**config.mk**
```make
export PLATFORM = sky130hd
export DESIGN_NAME = seg7_scan_driver
export DESIGN_NICKNAME = d
export VERILOG_FILES = /design/src/rtl/seg7_scan_driver_pkg.sv /design/src/rtl/seg7_hex_decode.sv /design/src/rtl/seg7_scan_driver.sv
export SDC_FILE = /design/constraint.sdc
export NUM_CORES = 1
export LEC_CHECK = 0
export ABC_AREA = 1
export BUFFER_PORTS_ARGS = -buffer_cell sky130_fd_sc_hd__clkbuf_2
export CAP_MARGIN = 20
export CORE_AREA = 2 2 70 123
export DETAILED_ROUTE_END_ITERATION = 7
export DIE_AREA = 0 0 72 125
export GPL_ROUTABILITY_DRIVEN = 0
export PLACE_DENSITY = 0.67
export SYNTH_ARGS = -nofsm -noshare
export SYNTH_HDL_FRONTEND = slang
export SYNTH_SLANG_ARGS = --single-unit
```
**constraint.sdc**
```tcl
create_clock -name CLK -period 5.5 [get_ports CLK]
set_clock_uncertainty 0.2 [all_clocks]
set_input_delay 0.275 -clock CLK [delete_from_list [all_inputs] [get_ports CLK]]
set_output_delay 0.275 -clock CLK [all_outputs]
set_load 0.02 [all_outputs]
```
**src/rtl/seg7_scan_driver_pkg.sv**
```systemverilog
// Shared display constants, scan states and the active-low hex-to-segment table
// used by every seven-segment block.
package seg7_scan_driver_pkg;

  localparam logic [6:0] SEG_OFF = 7'h7F;
  localparam logic [3:0] AN_OFF  = 4'hF;

  typedef enum logic [1:0] {
    DIG0 = 2'd0,
    DIG1 = 2'd1,
    DIG2 = 2'd2,
    DIG3 = 2'd3
  } scan_state_e;

  // Active-low cathodes packed as {g,f,e,d,c,b,a}; a 0 bit lights that segment.
  function automatic logic [6:0] hex_to_seg(input logic [3:0] nibble);
    logic [6:0] seg;
    case (nibble)
      4'h0:    seg = 7'h40;
      4'h1:    seg = 7'h79;
      4'h2:    seg = 7'h24;
      4'h3:    seg = 7'h30;
      4'h4:    seg = 7'h19;
      4'h5:    seg = 7'h12;
      4'h6:    seg = 7'h02;
      4'h7:    seg = 7'h78;
      4'h8:    seg = 7'h00;
      4'h9:    seg = 7'h10;
      4'hA:    seg = 7'h08;
      4'hB:    seg = 7'h03;
      4'hC:    seg = 7'h46;
      4'hD:    seg = 7'h21;
      4'hE:    seg = 7'h06;
      default: seg = 7'h0E;
    endcase
    return seg;
  endfunction

endpackage

```
**src/rtl/seg7_hex_decode.sv**
```systemverilog
// Combinational hex nibble to active-low seven-segment pattern.
module seg7_hex_decode
  import seg7_scan_driver_pkg::*;
(
  input  logic [3:0] nibble,
  output logic [6:0] seg
);

  always_comb begin
    seg = hex_to_seg(nibble);
  end

endmodule

```
**src/rtl/seg7_scan_driver.sv**
```systemverilog
// Four-digit multiplexed seven-segment scanner with per-slot guard band,
// brightness duty control and a frame-synchronous shadow/display register pair.
module seg7_scan_driver
  import seg7_scan_driver_pkg::*;
#(
  parameter int PRESCALE_W = 16,
  parameter int GUARD      = 64
) (
  input  logic        CLK,
  input  logic        RESET,
  input  logic [15:0] VALUE,
  input  logic [3:0]  DP_IN,
  input  logic [3:0]  BLANK_IN,
  input  logic [2:0]  BRIGHT,
  input  logic        LOAD,
  output logic [3:0]  AN,
  output logic [6:0]  SEG,
  output logic        DP,
  output logic        FRAME
);

  localparam logic [PRESCALE_W-1:0] CNT_ONE   = PRESCALE_W'(1);
  localparam logic [PRESCALE_W-1:0] GUARD_CNT = PRESCALE_W'(GUARD);

  scan_state_e           state;
  scan_state_e           state_next;
  logic [PRESCALE_W-1:0] cnt;
  logic                  tc;
  logic [1:0]            idx;

  logic [15:0] sh_val;
  logic [3:0]  sh_dp;
  logic [3:0]  sh_blank;
  logic [15:0] disp_val;
  logic [3:0]  disp_dp;
  logic [3:0]  disp_blank;
  logic [2:0]  bright_q;
  logic [2:0]  bright_eff;

  logic [3:0]  nibble;
  logic [6:0]  dec_seg;
  logic        lit;
  logic        frame_nxt;
  logic [3:0]  an_nxt;
  logic [6:0]  seg_nxt;
  logic        dp_nxt;

  assign tc  = &cnt;
  assign idx = state;

  always_ff @(posedge CLK or negedge RESET) begin
    if (!RESET) begin
      state <= DIG0;
    end else begin
      state <= state_next;
    end
  end

  always_comb begin
    state_next = state;
    if (tc) begin
      case (state)
        DIG0:    state_next = DIG1;
        DIG1:    state_next = DIG2;
        DIG2:    state_next = DIG3;
        default: state_next = DIG0;
      endcase
    end
  end

  // At counter 0 the live BRIGHT input is used so a zero guard band still
  // sees this slot's level rather than the previous slot's.
  assign bright_eff = (cnt == '0) ? BRIGHT : bright_q;
  assign nibble     = disp_val[{idx, 2'b00} +: 4];
  assign lit        = (cnt >= GUARD_CNT)
                   && (cnt[PRESCALE_W-1 -: 3] <= bright_eff)
                   && !disp_blank[idx];
  assign frame_nxt  = (state == DIG3) && tc;

  seg7_hex_decode u_decode (
    .nibble (nibble),
    .seg    (dec_seg)
  );

  always_comb begin
    an_nxt  = AN_OFF;
    seg_nxt = SEG_OFF;
    dp_nxt  = 1'b1;
    if (lit) begin
      an_nxt  = ~(4'b0001 << idx);
      seg_nxt = dec_seg;
      dp_nxt  = ~disp_dp[idx];
    end
  end

  // LOAD is a bare strobe with no handshake: every cycle it is high the shadow
  // takes the inputs. The display only picks up the shadow on the DIG3->DIG0
  // edge, so a LOAD on that same edge lands in the shadow and waits a frame.
  always_ff @(posedge CLK or negedge RESET) begin
    if (!RESET) begin
      cnt        <= '0;
      sh_val     <= '0;
      sh_dp      <= '0;
      sh_blank   <= 4'b1111;
      disp_val   <= '0;
      disp_dp    <= '0;
      disp_blank <= 4'b1111;
      bright_q   <= '0;
      AN         <= AN_OFF;
      SEG        <= SEG_OFF;
      DP         <= 1'b1;
      FRAME      <= 1'b0;
    end else begin
      cnt <= cnt + CNT_ONE;
      if (LOAD) begin
        sh_val   <= VALUE;
        sh_dp    <= DP_IN;
        sh_blank <= BLANK_IN;
      end
      if (frame_nxt) begin
        disp_val   <= sh_val;
        disp_dp    <= sh_dp;
        disp_blank <= sh_blank;
      end
      if (cnt == '0) begin
        bright_q <= BRIGHT;
      end
      AN    <= an_nxt;
      SEG   <= seg_nxt;
      DP    <= dp_nxt;
      FRAME <= frame_nxt;
    end
  end

endmodule

```
# After elaboration in Yosys (flattened, before gate mapping)
# Memory sizes are Yosys's and may differ from the RTL's.
# Index checks and enable logic that the tools add are counted.
[totals]
register_bits = 82
mem_bits_ro = 112
inputBits = 30
output_inout_bits = 13
word_cells = 41
mem_count = 1
[mem_list]
columns = ["name", "depth", "width", "rd", "rd_ports_with_merged_regs", "write_ports", "line", "source"]
rows = [
  ["(name not given)", 16, 7, 1, 0, 0, "seg7_scan_driver_pkg.sv:18", "case (nibble)"],
]
[classes]
addsub = 1
order_cmp = 3
n_eq_ne = 3
shift = 2
n_mux = 9
bitwise = 2
reduce_logical = 7
[op_table]
columns = ["operator", "count"]
rows = [
  ["adder 16 x 1 -> 16 bit (second input constant)", 1],
  [">= comparator 16 x 7 -> 1 bit (second input constant)", 1],
  ["logical NOT 16 bit", 1],
  ["AND reduction 16 bit", 1],
  ["indexed part select 16 x 5 -> 4 bit", 1],
  ["2-to-1 mux 7 bit", 1],
  ["case mux 2 bit (3 select lines)", 1],
  ["binary-select mux 1 bit (select 2 bit)", 2],
  ["== test 2 bit (second input constant)", 2],
  ["2-to-1 mux 4 bit", 1],
  ["NOT 4 bit", 1],
  ["left shift 1 x 2 -> 4 bit (first input constant)", 1],
  ["<= comparator 3 bit", 1],
  ["logical AND 1 bit", 3],
  ["less-than comparator 2 x 3 -> 1 bit (second input constant)", 1],
  ["2-to-1 mux 1 bit", 3],
  ["2-to-1 mux 3 bit", 1],
  ["== test 2 x 1 -> 1 bit (second input constant)", 1],
  ["logical NOT 2 bit", 1],
  ["logical NOT 1 bit", 1],
  ["NOT 1 bit", 1],
]

# Longest topological paths before layout
[depth]
word_depth = 6
depth_mapped = 15
mapped_depth_nobuf = 15

# Hierarchy
# From an unflattened synthesis, not the netlist that was laid out.
[hier_totals]
cells_unflattened = 430
area_unflattened_um2 = 4045.1
[by_module_without_submodules]
columns = ["mod", "instances", "cells_per_inst", "area_each_um2", "seq_area_each_um2"]
rows = [
  ["seg7_scan_driver", 1, 381, 3771.1, 2077.0],
  ["seg7_hex_decode", 1, 49, 274.0, 0.0],
]

# Worst setup path after synthesis
# No wires, ideal clock.
[synth_timing]
path_kind = "register -> register"
start = "register cnt[6]"
end = "register SEG[1]"
setup_ps = 88
arrival_time_ps = 2016
required_time_ps = 5212
setup_slack_ps = 3197
path_stages_with_launch = 14
n_path_buf = 0
synth_period_minus_slack_ps = 2303
path_cell_list = "dfrtp_1 nor2_1 inv_1 nor3_4 nand2_1 nand2_1 o21ai_0 ha_1 a21oi_1 nand2_1 nand2_1 nand2_1 nor2_4 nand3_1"
[synth_via]
elab_chain_cells = 6
word_cells_on_any_way = 7
classes_between = "2 x order compare; 2 x mux; 3 x reduce/logical"
[synth_lines]
columns = ["element", "line", "source"]
rows = [
  ["start, declared", "seg7_scan_driver.sv:27", "logic [PRESCALE_W-1:0] cnt;"],
  ["start signal, assigned", "seg7_scan_driver.sv:114", "cnt <= cnt + CNT_ONE;"],
  ["logical NOT 16 bit", "seg7_scan_driver.sv:73", "assign bright_eff = (cnt == '0) ? BRIGHT : bright_q;"],
  ["2-to-1 mux 3 bit", "n/a", ""],
  ["<= comparator 3 bit", "seg7_scan_driver.sv:76", "&& (cnt[PRESCALE_W-1 -: 3] <= bright_eff)"],
  ["logical AND 1 bit (*)", "seg7_scan_driver.sv:76", ""],
  ["logical AND 1 bit (*)", "seg7_scan_driver.sv:77", "&& !disp_blank[idx];"],
  ["2-to-1 mux 7 bit (*)", "seg7_scan_driver.sv:89", "if (lit) begin"],
  ["named net seg_nxt[1]", "seg7_scan_driver.sv:45", "logic [6:0] seg_nxt;"],
  ["end signal, assigned", "seg7_scan_driver.sv:129", "SEG <= seg_nxt;"],
  ["end, declared", "seg7_scan_driver.sv:17", "output logic [6:0] SEG,"],
]
# Mark *: on every way through the listed nets, which the timed path passes. The rest lies on a longest branch.
# A chain may end at the register's enable or synchronous reset.

# Worst setup path in the final report
[layout_timing]
start = "register cnt[6]"
end = "register SEG[4]"
# The elaborated chain is that of the path after synthesis.

==> impl_summary.md <==
Run status
The flow ran to the end, and the final reports show no timing, DRC or antenna violations.

Drt
The violation count after the first detailed-routing iteration is between 100 and 150. The average wire per standard cell is about 13 um. The first detailed-routing pass took 4 iterations. The total wire length is 7540 um. The routed layout has between 2k and 3k vias. In the routed design, unresolved DRC markers number 0.

The mean number of vias per cell is around 5.1. The number of nets with antenna violations after detailed routing is 0.

CTS
The number of setup buffers added after CTS is 0. The H-tree was split into 3 levels. The CTS clock-pin slew for the worst setup and hold paths is about 60 ps. The CTS buffer count is 9. Clock tree synthesis selected as its root buffer the cell sky130_fd_sc_hd__clkbuf_16. For the worst-skew pair, the clock arrives at the later sink with an insertion delay of between 300 and 400 ps.

The number of instances resized during post-cts repair is 0. TritonCTS built the clock tree. The maximum clock path buffer count is 2. The total number of clock tree sinks is ~80.

Yosys
Summing every instance area after synthesis gives ~3900 sq um. Among all flip-flop cells after synthesis, the most frequent one is sky130_fd_sc_hd__dfrtp_1. The average instance in the mapped netlist occupies 9.41 sq um. Yosys printed 0 warnings. In the synthesized netlist, the number of instances is 416. The number of synthesized flops with an enable pin is 0. The unique cell type count in the Yosys netlist is 28. The synthesized netlist net count is 461.

The number of synthesized register bits is 82. The fraction of synthesis flops using an asynchronous set or reset pin is 100%. The post-synthesis sequential area ratio is ~53%.

Floorplan
The placeable core region is 8090 sq um. The die boundary height is 125 um. The floorplan step set the die width to ~72 um. For this design the top-level I/O count stands at 43. The die covers 9000 sq um. The initialized floorplan defines 44 standard-cell rows.

The starting density of the core is 48.4%.

Critical path
In this run the worst path has a maximum fanout of 10. The critical path is of the reg2reg type. For flop-to-flop paths, the worst setup slack is ~3000 ps. The most frequent cell on the critical path is sky130_fd_sc_hd__nand2_1.

In this design, the stage delay of the slowest critical-path cell is approximately 410 ps. The depth of the worst register-to-register path is 13. The capturing element type of the critical path is a flip-flop. The start of the worst register-to-register path is cnt[6].

The slowest cell on the critical path is sky130_fd_sc_hd__dfrtp_1. The worst register-to-register path ends at SEG[4]. The worst setup path is launched from a flip-flop.

At the worst endpoint, the arrival time is around 2600 ps. Walking the worst path, the cells encountered are nor2_1 -> inv_1 -> nor3_4 -> nand2_1 -> nand2_1 -> o21ai_0 -> ha_1 -> a21oi_1 -> nand2_1 -> nand2_1 -> nand2_1 -> nor2_4 -> nand3_1. The required time of the critical path is roughly 5600 ps.

STA
The total of endpoints with negative setup slack in the final report is 0. The final hold slack is 18.9 ps. Setup repair after global routing left no endpoint under its margin. The count of final hold-check violations is 0.

The worst path needs about 2600 ps of the cycle, external delays included. At the pin with the least slew margin, the transition time is slightly above 1000 ps. The post-route setup TNS is 0 ps.

Timing would allow up to 388 MHz. The number of pins with negative max-slew slack in the final report is 0. The relative slew slack is between 30% and 40%. The post-route clock period utilization is 46.9%.

Cells and area
The share of post-route cells with drive strength above 1 is 23.2%. The count of antenna diodes in the layout is 0. Leaving out fill and tap cells, the most frequent cell in the layout is sky130_fd_sc_hd__nand2_1. The count of filler cells inserted in the layout is 704.

Leaving out fill and tap cells, the most frequent cells in the layout are sky130_fd_sc_hd__nand2_1 (132), sky130_fd_sc_hd__nand3_1 (64), sky130_fd_sc_hd__dfrtp_1 (62). Relative to the synthesized area, the layout overhead comes to 21.6%. The number of nets at the end of the flow is 527. After routing the design area is between 4000 and 5000 sq um.

Power and ir drop
Across the VDD grid, the largest voltage drop is a little over 0.0002 V. Overall power consumption after layout is estimated at 1.37 mW. The power per cell area is around 290 nW/um^2. Summed over all cells, the static leakage comes to ~2.4 nW.

Hold path
The launch point of the worst hold path is BRIGHT[0]. Counting instances, the worst hold path has a depth of 3. The path class of the tightest hold or removal check is in2reg. The endpoint with the worst hold slack is bright_q[0].

GRT
The number of global-route vias before repair was a little under 3k. The wire length of the first global-routing pass is 12900 um. Entering global routing, the biggest net connects between 80 and 90 pins.

Global routing consumed, on the met2 layer, around a third of the routing resources. The global-route usage over all layers is around 18%. The met3 usage in global routing is 4.27%. The met1 usage is between 20% and 30%. The most used routing layer is met2. The number of antenna violations at the first check in global routing came to 0.

The total overflow left after global routing is 0.

Flow run
The max-cap check violation count is 0.

Placement
After legalization and detailed placement, the total HPWL measured ~5200 um. The placed instances occupy a cell area of between 4000 and 5000 sq um. The count of buffers from port buffering is 42.
==> worst max-delay path by stage <==
stage,start,end,slack (ps),cells past startpoint
CTS,cnt[6],SEG[4],2910,13
detailed placement,cnt[6],SEG[4],2920,13
global route,cnt[6],SEG[2],2590,12
finish,cnt[6],SEG[4],2920,13
floorplan,cnt[6],SEG[1],3200,13
global placement,idx[0],disp_val[3],3030,4
==> per-layer routing <==
metal / vias up / part of all wire, %
met5: - / 0
met4: 0 / 3.3
met3: 16 / 3.0
met2: 52 / 53
met1: 1410 / 40
li1: 1471 / -
==> flip-flops by register name, indices dropped and copies added (netlist names), 2 cells and up <==
register / cells
cnt: 16
disp_val: 16
sh_val: 16
SEG: 7
AN: 4
disp_blank: 4
disp_dp: 4
sh_blank: 4
sh_dp: 4
bright_q: 3
idx: 2
==> logic make-up (layout without fill, tap and decap cells) <==
logic type               after synthesis  after routing  synth area share [%]
AO/OA/AOI/OAI                          9              9                  1.18
XOR/XNOR                              14             14                  3.13
adder cells (fa/ha/maj)               15             15                  4.80
buffers and inverters                 40            111                  4.57
flip-flops                            82             82                  53.1
multiplexers                          24             24                  6.91
AND/OR/NAND/NOR                      232            232                  26.3
==> power breakdown <==
group	internal [mW]	leakage, nW	switching (mW)
clock network	0.441	0.166	0.227
logic	0.0365	1.21	0.0260
registers	0.625	1.01	0.0102
total	1.10	2.38	0.264
==> stage by stage <==
| step | util [%] | setup slack [ps] | instances |
|---|---|---|---|
| floorplan | - | 3200 | 416 |
| global placement | 51.5 | 3030 | 537 |
| detailed placement | 51.5 | 2920 | 537 |
| CTS | 58.8 | 2910 | 579 |
| global route | 58.8 | 2590 | 579 |
| finish | 58.8 | 2920 | 579 |
==> Yosys cell counts, types with 2 or more instances <==
library cell | count | area [sq um]
sky130_fd_sc_hd__nand2_1 | 132 | 495
sky130_fd_sc_hd__dfrtp_1 | 62 | 1550
sky130_fd_sc_hd__buf_4 | 2 | 15.0
sky130_fd_sc_hd__nand2_2 | 2 | 12.5
sky130_fd_sc_hd__o21ai_0 | 6 | 30.0
sky130_fd_sc_hd__buf_2 | 5 | 25.0
sky130_fd_sc_hd__ha_1 | 15 | 188
sky130_fd_sc_hd__nor3_1 | 5 | 25.0
sky130_fd_sc_hd__inv_1 | 24 | 90.1
sky130_fd_sc_hd__clkbuf_1 | 4 | 15.0
sky130_fd_sc_hd__nor2_1 | 22 | 82.6
sky130_fd_sc_hd__buf_6 | 2 | 22.5
sky130_fd_sc_hd__mux2_2 | 24 | 270
sky130_fd_sc_hd__nand3_1 | 64 | 320
sky130_fd_sc_hd__dfstp_2 | 20 | 526
sky130_fd_sc_hd__xor2_1 | 13 | 114
sky130_fd_sc_hd__inv_2 | 3 | 11.3
==> repair_timing <==
action | in CTS | in global routing
endpoints found under the hold margin | 87 | 0
hold buffers | 26 | 0
setup endpoints to repair | 0 | 0
==> area by class of cell <==
cell class	count	area [sq um]	area share, %
Multi-Input combinational cell	294	1660	34.8
Clock inverter	6	105	2.21
Clock buffer	10	229	4.81
Tap cell	92	115	2.42
Sequential cell	82	2080	43.6
Inverter	27	101	2.13
Timing Repair Buffer	68	473	9.94
==> critical path, delay by kind of cell, from the launching register on <==
family	cells	cell delay, ps
and+or+nand+nor	9	1240
DFF	1	410
adders and majority gates	1	310
AOI/OAI and AO/OA	2	210
buffers and inverters	1	100
(Power assumes the default switching activity.)
